File: config.mk
export PLATFORM = sky130hd
export DESIGN_NAME = rv32_fetch_ctrl
export DESIGN_NICKNAME = d
export VERILOG_FILES = /design/src/rtl/rv32_fetch_ctrl.sv
export SDC_FILE = /design/constraint.sdc
export NUM_CORES = 1
export LEC_CHECK = 0
export CORE_MARGIN = 1.5
export CORE_UTILIZATION = 46
export DETAILED_ROUTE_END_ITERATION = 8
export MAX_ROUTING_LAYER = met4
export PLACE_DENSITY = 0.79
export SYNTH_ARGS = -nofsm -noshare
export SYNTH_HDL_FRONTEND = slang
export SYNTH_SLANG_ARGS = --single-unit
export TNS_END_PERCENT = 5
File: constraint.sdc
create_clock -name clk -period 2.6 [get_ports clk]
set_input_delay 0.39 -clock clk [delete_from_list [all_inputs] [get_ports clk]]
set_output_delay 0.39 -clock clk [all_outputs]
set_load 0.02 [all_outputs]
File: src/rtl/rv32_fetch_ctrl.sv
// RV32 fetch sequencer: owns the fetch PC, issues single-outstanding imem requests,
// applies execute/trap redirects and presents one instruction slot to decode.
module rv32_fetch_ctrl #(
  parameter logic [31:0] RESET_VECTOR = 32'h0000_0000,
  parameter logic [31:0] NOP_INSTR    = 32'h0000_0013
) (
  input  logic        clk,
  input  logic        reset,
  input  logic        stall_in,
  input  logic        ex_valid_in,
  input  logic        ex_branch_taken_in,
  input  logic [31:0] ex_branch_pc_in,
  input  logic        trap_valid_in,
  input  logic [31:0] trap_pc_in,
  output logic        imem_req_out,
  output logic [31:0] imem_addr_out,
  input  logic        imem_ready_in,
  input  logic        imem_rvalid_in,
  input  logic [31:0] imem_rdata_in,
  output logic        if_valid_out,
  output logic [31:0] if_pc_out,
  output logic [31:0] if_instr_out,
  output logic        if_misaligned_out,
  output logic        flush_out
);

  typedef enum logic [1:0] {
    S_REQ  = 2'd0,
    S_WAIT = 2'd1,
    S_DROP = 2'd2
  } state_t;

  state_t      state_r;
  logic [31:0] pc_r;
  logic [31:0] fetch_pc_r;
  logic        slot_valid_r;
  logic [31:0] slot_pc_r;
  logic [31:0] slot_instr_r;
  logic        slot_mis_r;

  logic        redirect_s;
  logic [31:0] target_s;
  logic        consume_s;
  logic        slot_free_s;
  logic        req_s;
  logic        accept_s;
  logic        mis_fill_s;
  logic        rsp_fill_s;

  // Trap has priority over a taken branch; nothing redirects while held in reset.
  assign redirect_s  = reset & (trap_valid_in | (ex_valid_in & ex_branch_taken_in));
  assign target_s    = trap_valid_in ? trap_pc_in : ex_branch_pc_in;
  assign consume_s   = slot_valid_r & ~stall_in;
  assign slot_free_s = ~slot_valid_r | consume_s;
  assign req_s       = reset & (state_r == S_REQ) & slot_free_s & ~pc_r[1];
  assign accept_s    = req_s & imem_ready_in;
  assign mis_fill_s  = reset & (state_r == S_REQ) & slot_free_s & pc_r[1] & ~redirect_s;
  assign rsp_fill_s  = (state_r == S_WAIT) & imem_rvalid_in & ~redirect_s;

  assign imem_req_out      = req_s;
  assign imem_addr_out     = pc_r;
  assign flush_out         = redirect_s;
  assign if_valid_out      = slot_valid_r;
  assign if_pc_out         = slot_pc_r;
  assign if_instr_out      = slot_instr_r;
  assign if_misaligned_out = slot_mis_r;

  // Sequencer state, fetch PC and the decode output slot.
  always_ff @(posedge clk) begin
    if (!reset) begin
      state_r      <= S_REQ;
      pc_r         <= RESET_VECTOR;
      fetch_pc_r   <= 32'h0000_0000;
      slot_valid_r <= 1'b0;
      slot_pc_r    <= 32'h0000_0000;
      slot_instr_r <= 32'h0000_0000;
      slot_mis_r   <= 1'b0;
    end else begin
      case (state_r)
        S_REQ: begin
          // An address issued in a redirect cycle is stale: drain its response.
          if (accept_s) state_r <= redirect_s ? S_DROP : S_WAIT;
        end
        S_WAIT: begin
          if (imem_rvalid_in)  state_r <= S_REQ;
          else if (redirect_s) state_r <= S_DROP;
        end
        S_DROP: begin
          if (imem_rvalid_in) state_r <= S_REQ;
        end
        default: state_r <= S_REQ;
      endcase

      if (accept_s) fetch_pc_r <= pc_r;

      if (redirect_s)                  pc_r <= target_s;
      else if (accept_s | mis_fill_s)  pc_r <= pc_r + 32'd4;

      if (redirect_s) begin
        slot_valid_r <= 1'b0;
      end else if (rsp_fill_s) begin
        slot_valid_r <= 1'b1;
        slot_pc_r    <= fetch_pc_r;
        slot_instr_r <= imem_rdata_in;
        slot_mis_r   <= 1'b0;
      end else if (mis_fill_s) begin
        slot_valid_r <= 1'b1;
        slot_pc_r    <= pc_r;
        slot_instr_r <= NOP_INSTR;
        slot_mis_r   <= 1'b1;
      end else if (consume_s) begin
        slot_valid_r <= 1'b0;
      end
    end
  end

endmodule
==> qor.txt <==
TNS Setup - 0 ps
Final period util - 0.948
Crit path capture - imem_req_out
Cell taking the most area after synthesis - dfxtp_1
R2R cell count - 5
Main synth FF type - dfxtp_1
Leak Pwr - 3.38 nW
Cell mode on critical path - clkdlybuf4s50_1
PortBufs - 203
Root buffer cell - clkbuf_16
RSZ-0062 raised after global routing - no
Internal Power - 4.15 mW
Combinational power share - 0.139
HPWL Detailed - 14300 um
CTS tree - yes
CP max-delay cell - clkdlybuf4s50_1
Clock Skews - 4.90 ps
Reg power frac - 0.395
Worst Max-Slew Pin Slew - 1080 ps
Netlist Area Pre-Place - 5930 um^2
Via Count - 6298
Worst Hold Class - input pin to flop
EDFF count, synth - 0
Synth warnings - 0
PostCTS Resize Cnt - 0
Setup crit start kind - input pin
CP Launch Point - stall_in
Max Buffers Root-to-Sink - 2
Final Hold Fails - 0
Clock Latency Late Sink - 420 ps
Setup WS post-layout - 134 ps
Buffers & Inverters on Critical Path - 2
Drt first pass iters - 5
1st-iter DRT viols - 477
Max-slew violations - 0
Antenna diode count - 0
Post-synthesis cell count - 715
Final Power - 5.49 mW
Worst EP arrival - 2080 ps
Reg-to-reg endpoint - imem_addr_out[25]
Stages on worst setup path - 4
Area after DPL - 8290 um^2
Syn Nets - 820
Fraction of layout cells with a size suffix above 1 - 0.105
Crit path cell chain - clkdlybuf4s50_1 -> a211o_1 -> nor3_1 -> clkdlybuf4s50_1
Min cycle time layout - 2470 ps
Flop and latch count out of synthesis - 132
Worst Path Required - 2210 ps
Gpl congestion - 0.899
Global Route Usage Sum - 0.310
H-tree Lvls - 4
Total wire length - 20200 um
Final Instance Area - 8920 um^2
Total CTS buffers - 17
Status - completed
Layout area overhead - 50.3%
IO Count - 204
TritonCTS Sinks - 132
Final setup viols - 0
Worst R2R Setup Slack - 360 ps
Overflow after GRT - 0
Kind of end point of the critical path - output port
Pwr dens - 616 nW/um^2
Syn Area/Cell - 8.30 um^2
Largest net degree at the start of global routing - 66
DRC violations left - 0
Sw frac - 0.245
Placeable Area - 12600 um^2
FMAX - 406 MHz
Synth top area share - 0.445
Clock-pin slew on the worst setup and hold paths - 60 ps
Cts hold-fix bufs - 0
Crit-path max cell delay - 690 ps
Final Net Count - 1027
Vias in the first global route - 6094
VDD IR max - 444 uV
Average wire per standard cell - 18.3 um
Chip height - 117 um
Die area - 13600 um^2
Initial core utilization - 0.470
Worst r2r src - imem_addr_out[7]
Width of the die - 117 um
Synth cell count leaders - dfxtp_1, nand2_1, a21oi_1, o21ai_0, nor2_1
Synth cell types - 57
Place WS - -72.6 ps
Initial antenna violation count - 0
Maxcap violations - 0
Synth async-reset ratio - 0
Std-Cell Rows - 41
WS Path Type - input pin to output port
# Post-CTS Setup Buffers - 0
Dominant cells by area after synthesis - dfxtp_1, a21oi_1, nand2_1, mux2i_1, o21ai_0
Crit-path max FO - 2
Crit-path leading delay family - buffers and inverters
Vias per cell - 5.69
Slew HR - 0.283
Psw - 1.34 mW
Most common cell in the synthesized netlist - dfxtp_1
Antenna Nets Post-Route - 0
Seq/Total Area, Yosys - 0.445
First-pass GRT wire length - 31200 um
Clk pwr share - 0.466
==> registers in the layout, indices dropped and copies added (netlist names) <==
signal,cells
if_misaligned_out,1
fetch_pc_r,32
if_pc_out,32
if_instr_out,32
state_r,2
if_valid_out,1
imem_addr_out,32
==> routing by layer <==
layer / GRT usage / up-vias / wire (um)
li1: - / 3001 / -
met1: 0.359 / 2970 / 8400
met2: 0.543 / 291 / 9930
met3: 0.0586 / 36 / 1440
met4: 0.0996 / 0 / 455
met5: - / - / 0
==> cells by family (layout without fill, tap and decap cells) <==
group                      Yosys count  count (layout)  share of synthesized area
adders and majority gates            1               1                    0.00211
DFF                                132             132                      0.445
xor gates and xnor gates            16              16                     0.0236
AOI/OAI and AO/OA                  216             216                      0.221
buffers and inverters               61             281                     0.0426
muxes                               37              37                     0.0633
and+or+nand+nor                    252             252                      0.202
==> cells in the final DEF (no fill, tap or decap), types with 12 or more instances in the layout <==
| master | Yosys | layout |
|---|---|---|
| a21oi_1 | 84 | 83 |
| nor3_1 | 14 | 14 |
| clkdlybuf4s50_1 | 0 | 202 |
| dfxtp_1 | 132 | 132 |
| clkbuf_16 | 0 | 17 |
| nand4_1 | 12 | 12 |
| o21ai_0 | 56 | 56 |
| nand2_1 | 104 | 104 |
| nor2_1 | 54 | 53 |
| a22oi_1 | 30 | 30 |
| nand3_1 | 18 | 18 |
| buf_4 | 0 | 41 |
| mux2i_1 | 33 | 33 |
==> cell type report <==
| type | instances | area [um^2] |
|---|---|---|
| clock buffers | 23 | 478 |
| fillers | 1022 | 3700 |
| flip-flops and latches | 132 | 2640 |
| inverters | 3 | 11.3 |
| multi-input cells | 522 | 3050 |
| clock inverters | 9 | 150 |
| repair buffers | 246 | 2370 |
| well taps | 172 | 215 |
==> stage by stage <==
stage / utilization / hold WS, ps / std cells
floorplan: - / 433 / 715
global placement: 0.657 / 438 / 1075
detailed placement: 0.657 / 444 / 1075
CTS: 0.707 / 392 / 1107
global route: 0.707 / 424 / 1107
finish: 0.707 / 406 / 1107
==> worst min-delay path by stage <==
stage                   startpoint             end  cells after the start
floorplan            fetch_pc_r[0]   fetch_pc_r[0]                      2
global placement     fetch_pc_r[7]   fetch_pc_r[7]                      2
detailed placement  fetch_pc_r[25]  fetch_pc_r[25]                      2
CTS                          reset    if_pc_out[5]                      3
global route                 reset    if_pc_out[0]                      3
finish                       reset    if_pc_out[5]                      3
==> power groups by stage <==
stage	clock network, mW	logic (mW)	registers, mW
global route	2.65	0.814	2.18
detailed placement	0	0.756	2.21
floorplan	0	0.275	2.26
global placement	0	0.741	2.21
finish	2.56	0.765	2.17
CTS	2.56	0.761	2.17
==> worst register-to-register path: stages, from the launching register on <==
cell     delay (ps)
dfxtp_1         510
nand4_1         290
nor4_4          500
nand4_1         180
or4b_1          520
a31oi_1         170
Note: power is estimated with default switching activity, not from simulation.
==> variant, RTL diff (same flow settings) <==
Encoding of `state_t`: now one-hot (3 bits for 3 states).
--- a/src/rtl/rv32_fetch_ctrl.sv
+++ b/src/rtl/rv32_fetch_ctrl.sv
@@ -26,6 +26,6 @@
 
-  typedef enum logic [1:0] {
-    S_REQ  = 2'd0,
-    S_WAIT = 2'd1,
-    S_DROP = 2'd2
+  typedef enum logic [2:0] {
+    S_REQ  = 3'b001,
+    S_WAIT = 3'b010,
+    S_DROP = 3'b100
   } state_t;
Function: no difference found for any inputs over 4 cycles, from zero or initial values and one cycle with reset low; so few cycles prove little.
==> variant against the unedited design <==
Synthesized area fell by 0.95%. Cell area fell by 2.0%. Core utilization fell by 0.87 points. Power fell by 6.5%. Setup slack improved by 0.018 ns. Wire length fell by 4.2%. Die area fell by 0.92%. Sequential cell count rose by 1. Critical endpoint unchanged. Largest cell class unchanged. Highest routed layer unchanged.
==> variant: results <==
metrics = {
    "cts": {
        "clk_latency_ns": 0.41,
        "cts_buffers": 17,
        "post_cts_resized": 0,
        "cts-root-buf": "clkbuf_16",
        "cts_setup_buffers": 0,
        "path_clk_slew_ns": 0.05,
        "clk_path_buf_depth": 2,
    },
    "synth": {
        "synth_cell_types": 49,
        "synth-async-reset-ratio_pct": 0,
        "syn-num-nets": 805,
        "yosys-top-cells-count": "dfxtp_1, nand2_1, nor2_1, o21ai_0, mux2i_1",
        "ys_ff_latch": 133,
        "yosysWarningCount": 0,
        "seq_area_frac_synth_pct": 45.3,
        "synth_area_leaders": "dfxtp_1, nand2_1, mux2i_1",
    },
    "placement": {
        "placed_cell_area_um2": 8180,
        "gp_congestion": 0.895,
        "dp_hpwl_mm": 13.4,
        "io_buffers": 203,
    },
    "cells_and_area": {
        "buf_share_pct": 26.1,
        "nClkBuffers": 26,
        "seq_share_pct": 30.5,
        "nonClockBufferCount": 229,
        "clk_share_pct": 6.34,
        "final_nets": 1003,
        "multi_input_area_share_pct": 34.2,
        "multi_input_gates": 507,
        "drive_above_1_share_pct": 7.92,
        "fill_cells": 1007,
        "inv_count": 10,
    },
    "route": {
        "drtIter0Drc": 501,
        "routed-wl-met3_mm": 1.58,
        "drc": 0,
        "wl_met1_mm": 7.95,
        "wl_met2_mm": 9.28,
        "wl_mm": 19.4,
        "via_count": 6133,
    },
    "sta": {
        "clock_skew_ns": 0.00568,
        "worst_pin_slew_ns": 1.03,
    },
    "pwr": {
        "p_clk_share_pct": 43.9,
        "pwr-share-seq_pct": 42.7,
        "switchingPower_w": 0.00125,
        "total_power_w": 0.00513,
        "p_leak_nw": 3.33,
        "ir_drop_mv": 0.382,
    },
    "grt": {
        "grt_pass1_wl_mm": 30.2,
        "grt_max_degree": 56,
        "grt_usage_pct": 30.2,
    },
    "min_path": {
        "hp-class": "flop to flop",
    },
    "setup_path": {
        "cp.arrival_ns": 2.06,
        "cp_max_fo": 7,
    },
    "outcome": {
        "status": "finished clean",
    },
}
-- variant: cell types whose count changed after synthesis, moves of 9 or more --
cell      before  now
nand3_1       18    9
nor3_1        14    1
a31oi_1        4   35
a21oi_1       84   32
nor2_1        54   92
clkbuf_1      43   33
xor2_1         7   17
o21ai_0       56   47
-- variant: final timing paths --
path | slack (ns) | cells after the start | end | from
worst max register to register | 0.48 | 5 | if_instr_out[22]$_SDFFE_PN0P_ | state_r[1]$_SDFFE_PN0P_
worst min register to register | 0.45 | 2 | if_instr_out[1]$_SDFFE_PN0P_ | if_instr_out[1]$_SDFFE_PN0P_
worst max-delay path | 0.15 | 3 | imem_req_out | state_r[0]$_SDFFE_PN1P_
worst min-delay path | 0.45 | 2 | if_instr_out[1]$_SDFFE_PN0P_ | if_instr_out[1]$_SDFFE_PN0P_
-- variant: layer usage --
layer	vias up	track usage, %
li1	2888	-
met1	2875	37.0
met2	317	48.5
met3	53	7.43
met4	0	10.9
met5	-	-
-- variant: cells by family after synthesis --
logic type / Yosys count / share of synthesized area (%)
adder cells (fa/ha/maj): 1 / 0.213
AND/OR/NAND/NOR: 258 / 20.3
AO/OA/AOI/OAI: 185 / 19.7
XOR/XNOR: 22 / 3.28
flip-flops: 133 / 45.3
multiplexers: 41 / 7.07
buffers and inverters: 60 / 4.11
-- variant: metrics by stage --
step	std cells	utilization [%]	hold slack (ns)	setup WS (ns)
finish	1081	69.8	0.448	0.152
global route	1081	69.8	0.480	0.0403
CTS	1081	69.8	0.452	0.132
detailed placement	1051	65.4	0.443	0.108
global placement	1051	65.4	0.432	0.247
floorplan	700	-	0.433	0.635
-- variant: critical path: stages (launching register included) --
cell	delay, ns
dfxtp_1	0.44
nand4bb_1	0.26
nor3_2	0.27
clkdlybuf4s50_1	0.68
